File: src/rtl/phase_sequencer_if.sv
// phase_sequencer_if -- control/status bundle between the phase sequencer and
// whoever drives it (controller side) plus the downstream load/count counter.
//
//   start     controller -> seq   begin a 4-phase sequence (sampled in IDLE)
//   abort     controller -> seq   terminate the running sequence
//   hold      controller -> seq   pause counting while in COUNT
//   loop      controller -> seq   restart at phase 0 after phase 3
//   durs      controller -> seq   phase durations, durs[3p+2:3p] = phase p
//   cDone     counter    -> seq   done flag from the 3-bit load/count counter
//   ldEn      seq -> counter      counter load enable
//   value     seq -> counter      counter load value (0 when ldEn=0)
//   cEn       seq -> counter      counter count enable
//   phase     seq -> controller   current phase index
//   busy      seq -> controller   sequencer not IDLE
//   cycleDone seq -> controller   one-cycle pulse at the end of phase 3
//   err       seq -> controller   sticky watchdog error
//
// master = the driving side (testbench / controller), slave = the sequencer.
interface phase_sequencer_if;
    logic        start;
    logic        abort;
    logic        hold;
    logic        loop;
    logic [11:0] durs;
    logic        cDone;
    logic        ldEn;
    logic [2:0]  value;
    logic        cEn;
    logic [1:0]  phase;
    logic        busy;
    logic        cycleDone;
    logic        err;

    modport master (
        output start, abort, hold, loop, durs, cDone,
        input  ldEn, value, cEn, phase, busy, cycleDone, err
    );

    modport slave (
        input  start, abort, hold, loop, durs, cDone,
        output ldEn, value, cEn, phase, busy, cycleDone, err
    );
endinterface

File: src/rtl/phase_sequencer.sv
// phase_sequencer -- steps a downstream 3-bit load/count counter through four
// phases. Each phase loads its latched duration into the counter (LOAD),
// counts it down (COUNT, until cDone), then advances (NEXT). A zero duration
// skips the phase (LOAD -> NEXT). After phase 3 the sequence either loops
// back to phase 0 or returns to IDLE.
//
// Ports:
//   clk    rising-edge clock
//   rst_n  synchronous active-low reset
//   bus    phase_sequencer_if.slave (start/abort/hold/loop/durs/cDone in,
//          ldEn/value/cEn/phase/busy/cycleDone/err out)
//
// Optional build macro PHASE_TIMEOUT_EN: adds a 4-bit watchdog on COUNT.
// Fifteen counting cycles without cDone set the sticky err flag and drop the
// sequencer back to IDLE. Without the macro err is tied low and COUNT waits
// for cDone indefinitely.
module phase_sequencer (
    input  logic               clk,
    input  logic               rst_n,
    phase_sequencer_if.slave   bus
);

    localparam int NUM_PHASES = 4;
    localparam int DUR_W      = 3;

    typedef enum logic [1:0] {
        IDLE  = 2'd0,
        LOAD  = 2'd1,
        COUNT = 2'd2,
        NEXT  = 2'd3
    } state_t;

    state_t                              state;
    logic [1:0]                          phase_q;
    logic [NUM_PHASES-1:0][DUR_W-1:0]    dur_q;
    logic [DUR_W-1:0]                    cur_dur;
    logic                                cen;
    logic                                last_phase;

`ifdef PHASE_TIMEOUT_EN
    localparam logic [3:0] WD_LIMIT = 4'd15;
    logic [3:0] wd_q;
    logic       err_q;
`endif

    assign cur_dur    = dur_q[phase_q];
    assign last_phase = (phase_q == 2'(NUM_PHASES - 1));

    // cDone only matters in COUNT; a stale done from the previous phase is
    // still visible during LOAD and must not stop the counter there.
    assign cen = rst_n & (state == COUNT) & ~bus.hold & ~bus.cDone;

    always_ff @(posedge clk) begin
        if (!rst_n) begin
            state   <= IDLE;
            phase_q <= 2'd0;
            dur_q   <= '0;
`ifdef PHASE_TIMEOUT_EN
            wd_q    <= 4'd0;
            err_q   <= 1'b0;
`endif
        end else if (state != IDLE && bus.abort) begin
            // abort beats cDone, loop and hold; phase is left as-is
            state <= IDLE;
        end else begin
            case (state)
                IDLE: begin
                    if (bus.start) begin
                        dur_q   <= bus.durs;
                        phase_q <= 2'd0;
`ifdef PHASE_TIMEOUT_EN
                        err_q   <= 1'b0;
`endif
                        state   <= LOAD;
                    end
                end
                LOAD: begin
`ifdef PHASE_TIMEOUT_EN
                    wd_q <= 4'd0;
`endif
                    // zero duration would be 8 counts downstream; skip it
                    state <= (cur_dur != '0) ? COUNT : NEXT;
                end
                COUNT: begin
                    if (bus.cDone) begin
                        state <= NEXT;
                    end
`ifdef PHASE_TIMEOUT_EN
                    else if (cen) begin
                        wd_q <= wd_q + 4'd1;
                        if (wd_q == WD_LIMIT - 4'd1) begin
                            err_q <= 1'b1;
                            state <= IDLE;
                        end
                    end
`endif
                end
                NEXT: begin
                    if (!last_phase) begin
                        phase_q <= phase_q + 2'd1;
                        state   <= LOAD;
                    end else if (bus.loop) begin
                        phase_q <= 2'd0;
                        state   <= LOAD;
                    end else begin
                        state   <= IDLE;
                    end
                end
                default: state <= IDLE;
            endcase
        end
    end

    // Outputs decode the registered state; rst_n gating keeps them low for
    // the whole reset cycle, not just after the reset edge.
    assign bus.ldEn      = rst_n & (state == LOAD);
    assign bus.value     = (rst_n && state == LOAD) ? cur_dur : '0;
    assign bus.cEn       = cen;
    assign bus.phase     = phase_q;
    assign bus.busy      = rst_n & (state != IDLE);
    assign bus.cycleDone = rst_n & (state == NEXT) & last_phase;
`ifdef PHASE_TIMEOUT_EN
    assign bus.err       = err_q;
`else
    assign bus.err       = 1'b0;
`endif

endmodule
File: src/flat_wrapper.sv
// flat-port wrapper written by rule: the top's interface ports become plain ports
module phase_sequencer_flat 
  (clk, rst_n, bus_start, bus_abort, bus_hold, bus_loop, bus_durs, bus_cDone, bus_ldEn, bus_value, bus_cEn, bus_phase, bus_busy, bus_cycleDone, bus_err);
  phase_sequencer_if bus_i ();
  input  logic clk;
  input  logic rst_n;
  input wire logic [$bits(bus_i.start)-1:0] bus_start;
  input wire logic [$bits(bus_i.abort)-1:0] bus_abort;
  input wire logic [$bits(bus_i.hold)-1:0] bus_hold;
  input wire logic [$bits(bus_i.loop)-1:0] bus_loop;
  input wire logic [$bits(bus_i.durs)-1:0] bus_durs;
  input wire logic [$bits(bus_i.cDone)-1:0] bus_cDone;
  output wire logic [$bits(bus_i.ldEn)-1:0] bus_ldEn;
  output wire logic [$bits(bus_i.value)-1:0] bus_value;
  output wire logic [$bits(bus_i.cEn)-1:0] bus_cEn;
  output wire logic [$bits(bus_i.phase)-1:0] bus_phase;
  output wire logic [$bits(bus_i.busy)-1:0] bus_busy;
  output wire logic [$bits(bus_i.cycleDone)-1:0] bus_cycleDone;
  output wire logic [$bits(bus_i.err)-1:0] bus_err;
  assign bus_i.start = bus_start;
  assign bus_i.abort = bus_abort;
  assign bus_i.hold = bus_hold;
  assign bus_i.loop = bus_loop;
  assign bus_i.durs = bus_durs;
  assign bus_i.cDone = bus_cDone;
  assign bus_ldEn = bus_i.ldEn;
  assign bus_value = bus_i.value;
  assign bus_cEn = bus_i.cEn;
  assign bus_phase = bus_i.phase;
  assign bus_busy = bus_i.busy;
  assign bus_cycleDone = bus_i.cycleDone;
  assign bus_err = bus_i.err;
  phase_sequencer u_core (.clk(clk), .rst_n(rst_n), .bus(bus_i));
endmodule
File: config.mk
export PLATFORM = sky130hd
export DESIGN_NAME = phase_sequencer_flat
export DESIGN_NICKNAME = d
export VERILOG_FILES = /design/src/rtl/phase_sequencer_if.sv /design/src/rtl/phase_sequencer.sv /design/src/flat_wrapper.sv
export SDC_FILE = /design/constraint.sdc
export NUM_CORES = 1
export LEC_CHECK = 0
export BUFFER_PORTS_ARGS = -buffer_cell sky130_fd_sc_hd__buf_2
export CAP_MARGIN = 20
export CORE_MARGIN = 1.5
export CORE_UTILIZATION = 52
export CTS_CLUSTER_DIAMETER = 30
export DETAILED_ROUTE_END_ITERATION = 8
export PLACE_DENSITY = 0.94
export SLEW_MARGIN = 30
export SYNTH_ARGS = -nofsm -noshare
export SYNTH_HDL_FRONTEND = slang
export SYNTH_SLANG_ARGS = --single-unit
export TNS_END_PERCENT = 20
File: constraint.sdc
create_clock -name clk -period 4.6 [get_ports clk]
set_input_delay 0.69 -clock clk [delete_from_list [all_inputs] [get_ports clk]]
set_output_delay 0.69 -clock clk [all_outputs]
set_load 0.05 [all_outputs]
==> metrics.csv <==
stage,metric,value,unit
synth,Mapped Cells,98,
clock_tree,"Clk Latency, worst-skew pair",0.29,ns
min_path,Hold WC Path Type,register to register,
clock_tree,root buf cell,clkbuf_4,
power_and_ir_drop,Seq pwr share,40.3,%
placed_design,RePlAce Congestion,0.750,
floorplanning,Die X,43.9,um
clock_tree,Sink Count,16,
grt,initial antenna violation count,0,
layout,antenna fix cells,0,
floorplanning,Die Span Y,43.9,um
timing,Final setup viols,0,
floorplanning,Initial Utilization,56.4,%
power_and_ir_drop,Clk pwr share,20.3,%
layout,Final Cell Area,1040,um^2
placed_design,Setup WS pre-CTS,2.38,ns
min_path,Hold Crit Depth,2,
layout,nets,150,
synth,post-synthesis sequential area ratio,36.8,%
timing,"Slew Viols, Final",0,
routing,DRC errors left,0,
placed_design,Post-DP HPWL,1.24,mm
critical_path,Arrival @ worst endpoint,1.75,ns
routing,Avg WL per Cell,11.7,um
floorplanning,# IOs,29,
critical_path,R2R depth,6,
grt,pin count of the biggest net entering global routing,20,
grt,GRT Resource Usage Total,20.1,%
routing,Vias/cell,5.23,
clock_tree,cts hold-fix bufs,0,
timing,Final Hold Viols,0,
power_and_ir_drop,Peak VDD IR,0.230,mV
layout,share of cells above drive strength 1,28.0,%
critical_path,startpoint types,register,
synth,Yosys warnings,0,
power_and_ir_drop,PwrDens,439,nW/um^2
routing,WL final,1.65,mm
routing,Post-DRT Antenna Nets,0,
layout,Area Overhead vs Synth,19.9,%
grt,first-pass GRT wire length,2.81,mm
clock_tree,TritonCTS clock tree,done,
power_and_ir_drop,sw frac,38.4,%
power_and_ir_drop,Comb pwr share,39.4,%
critical_path,flop2flop setup slack,2.81,ns
synth,synthesized area,870,um^2
floorplanning,Rows,14,
power_and_ir_drop,Overall Power,0.457,mW
synth,count of cell types in the netlist,26,
timing,RSZ-0062 raised after global routing,no,
synth,Mean Syn Cell Area,8.87,um^2
clock_tree,CTS Buffer Depth,2,
synth,Synth Net Count,122,
timing,worst hold margin,0.462,ns
critical_path,crit end category,output pin,
timing,clock skew,0.00245,ns
floorplanning,full die area,1930,um^2
timing,crit path time final,2.44,ns
clock_tree,H-tree Lvls,1,
grt,vias in the first global route,675,
clock_tree,"Setup Fix Bufs, Post-CTS",0,
clock_tree,TritonCTS Buffers,3,
clock_tree,clk slew on worst S/H paths,0.09,ns
flow_run,Max Cap Viol,0,
timing,FMAX,410,MHz
floorplanning,core area,1540,um^2
run_status,status,"finished, final reports clean",
critical_path,critical path class,register to output pin,
placed_design,input/output buffers,27,
routing,DR iter-0 viols,5,
power_and_ir_drop,Pint,0.282,mW
power_and_ir_drop,Leakage Power,0.493,nW
synth,"flops & latches, synth",16,
timing,final critical-path share of the clock period,53.0,%
timing,Setup WS post-layout,2.16,ns
routing,drt first pass iters,4,
placed_design,DP Area,1010,um^2
grt,grt total ovfl,0,
critical_path,Crit Path Max Fanout,7,
timing,final setup TNS,0,ns
routing,Vias,737,
power_and_ir_drop,switching power,0.176,mW
critical_path,worst endpoint required time,3.91,ns
clock_tree,Post-CTS Resized,0,
routing by layer:
layer  vias up  track usage, %  wire length (um)
li1        383               -                 -
met1       327            24.7               739
met4         0            10.9                21
met2        23            32.9               807
met3         4            3.75                82
met5         -               0                 0
logic make-up after synthesis:
| family | synth area share [%] |
|---|---|
| and+or+nand+nor | 27.1 |
| AOI/OAI and AO/OA | 14.1 |
| DFF | 36.8 |
| buffers and inverters | 3.88 |
| other | 0.431 |
| adders and majority gates | 7.19 |
| muxes | 10.5 |
cell usage in the layout (no fill, tap or decap):
| cell | count |
|---|---|
| and3_1 | 1 |
| nand2_1 | 26 |
| clkbuf_4 | 3 |
| o21a_1 | 1 |
| nor3b_1 | 2 |
| mux2i_1 | 2 |
| o21ai_0 | 1 |
| inv_1 | 4 |
| or2b_1 | 1 |
| nand3b_1 | 1 |
| ha_1 | 5 |
| buf_2 | 27 |
| nor4b_2 | 1 |
| dfxtp_1 | 16 |
| a21boi_1 | 12 |
| nor2b_1 | 3 |
| and3b_1 | 1 |
| clkbuf_8 | 1 |
| a21oi_1 | 1 |
| mux4_2 | 2 |
| mux4_1 | 1 |
| a2111oi_1 | 1 |
| o21ai_1 | 1 |
| conb_1 | 1 |
| nor3_2 | 1 |
| nor2_1 | 3 |
| and2_1 | 6 |
layout make-up:
cell class | instances | area, um^2
Clock buffer | 4 | 36.3
Timing Repair Buffer | 27 | 135
Sequential cell | 16 | 320
Fill cell | 135 | 499
Inverter | 4 | 15.0
Tap cell | 16 | 20.0
Multi-Input combinational cell | 74 | 515
stage by stage:
step | std cells | utilization, %
finish | 141 | 67.6
global route | 141 | 67.6
CTS | 141 | 67.6
detailed placement | 137 | 65.3
global placement | 137 | 65.3
floorplan | 98 | -
sequential cells by signal, indices dropped and copies added, names as in the netlist:
| register | count |
|---|---|
| u_core.dur_q | 12 |
| u_core.state | 2 |
| u_core.bus.phase | 2 |
final timing paths:
path,start,to
min,u_core.dur_q[8]$_SDFFE_PN0P_,u_core.dur_q[8]$_SDFFE_PN0P_
max,u_core.bus.phase[0]$_SDFFE_PN0P_,bus_value[1]
max reg2reg,u_core.state[0]$_SDFFE_PP0P_,u_core.bus.phase[1]$_SDFFE_PN0P_
min reg2reg,u_core.dur_q[8]$_SDFFE_PN0P_,u_core.dur_q[8]$_SDFFE_PN0P_
critical path, cell delays in order, from the launching register on:
cell     delay (ns)
dfxtp_1        0.51
mux4_2         0.58
and2_1         0.17
buf_2          0.20
synthesized netlist by cell type:
library cell	n	area, um^2
nor3_2	1	10.0
nor2b_1	3	18.8
nor4b_2	1	15.0
dfxtp_1	16	320
and2_1	6	37.5
o21ai_0	1	5.00
clkbuf_1	3	11.3
conb_1	1	3.75
nand3b_1	1	7.51
o21a_1	1	7.51
and3b_1	1	8.76
nand2_1	26	97.6
a21boi_1	12	90.1
inv_1	4	15.0
mux4_2	2	45.0
nor2_1	3	11.3
mux2i_1	2	20.0
or2b_1	1	7.51
buf_4	1	7.51
o21ai_1	1	5.00
nor3b_1	2	15.0
mux4_1	1	26.3
and3_1	1	6.26
ha_1	5	62.6
a21oi_1	1	5.00
a2111oi_1	1	10.0
power groups by stage:
stage,Sequential (mW),Clock [mW],Combinational (mW)
finish,0.184,0.0927,0.180
global route,0.189,0.101,0.205
CTS,0.184,0.0949,0.183
detailed placement,0.188,0,0.182
global placement,0.185,0,0.176
floorplan,0.183,0,0.144
Note: power is estimated with default switching activity, not from simulation.
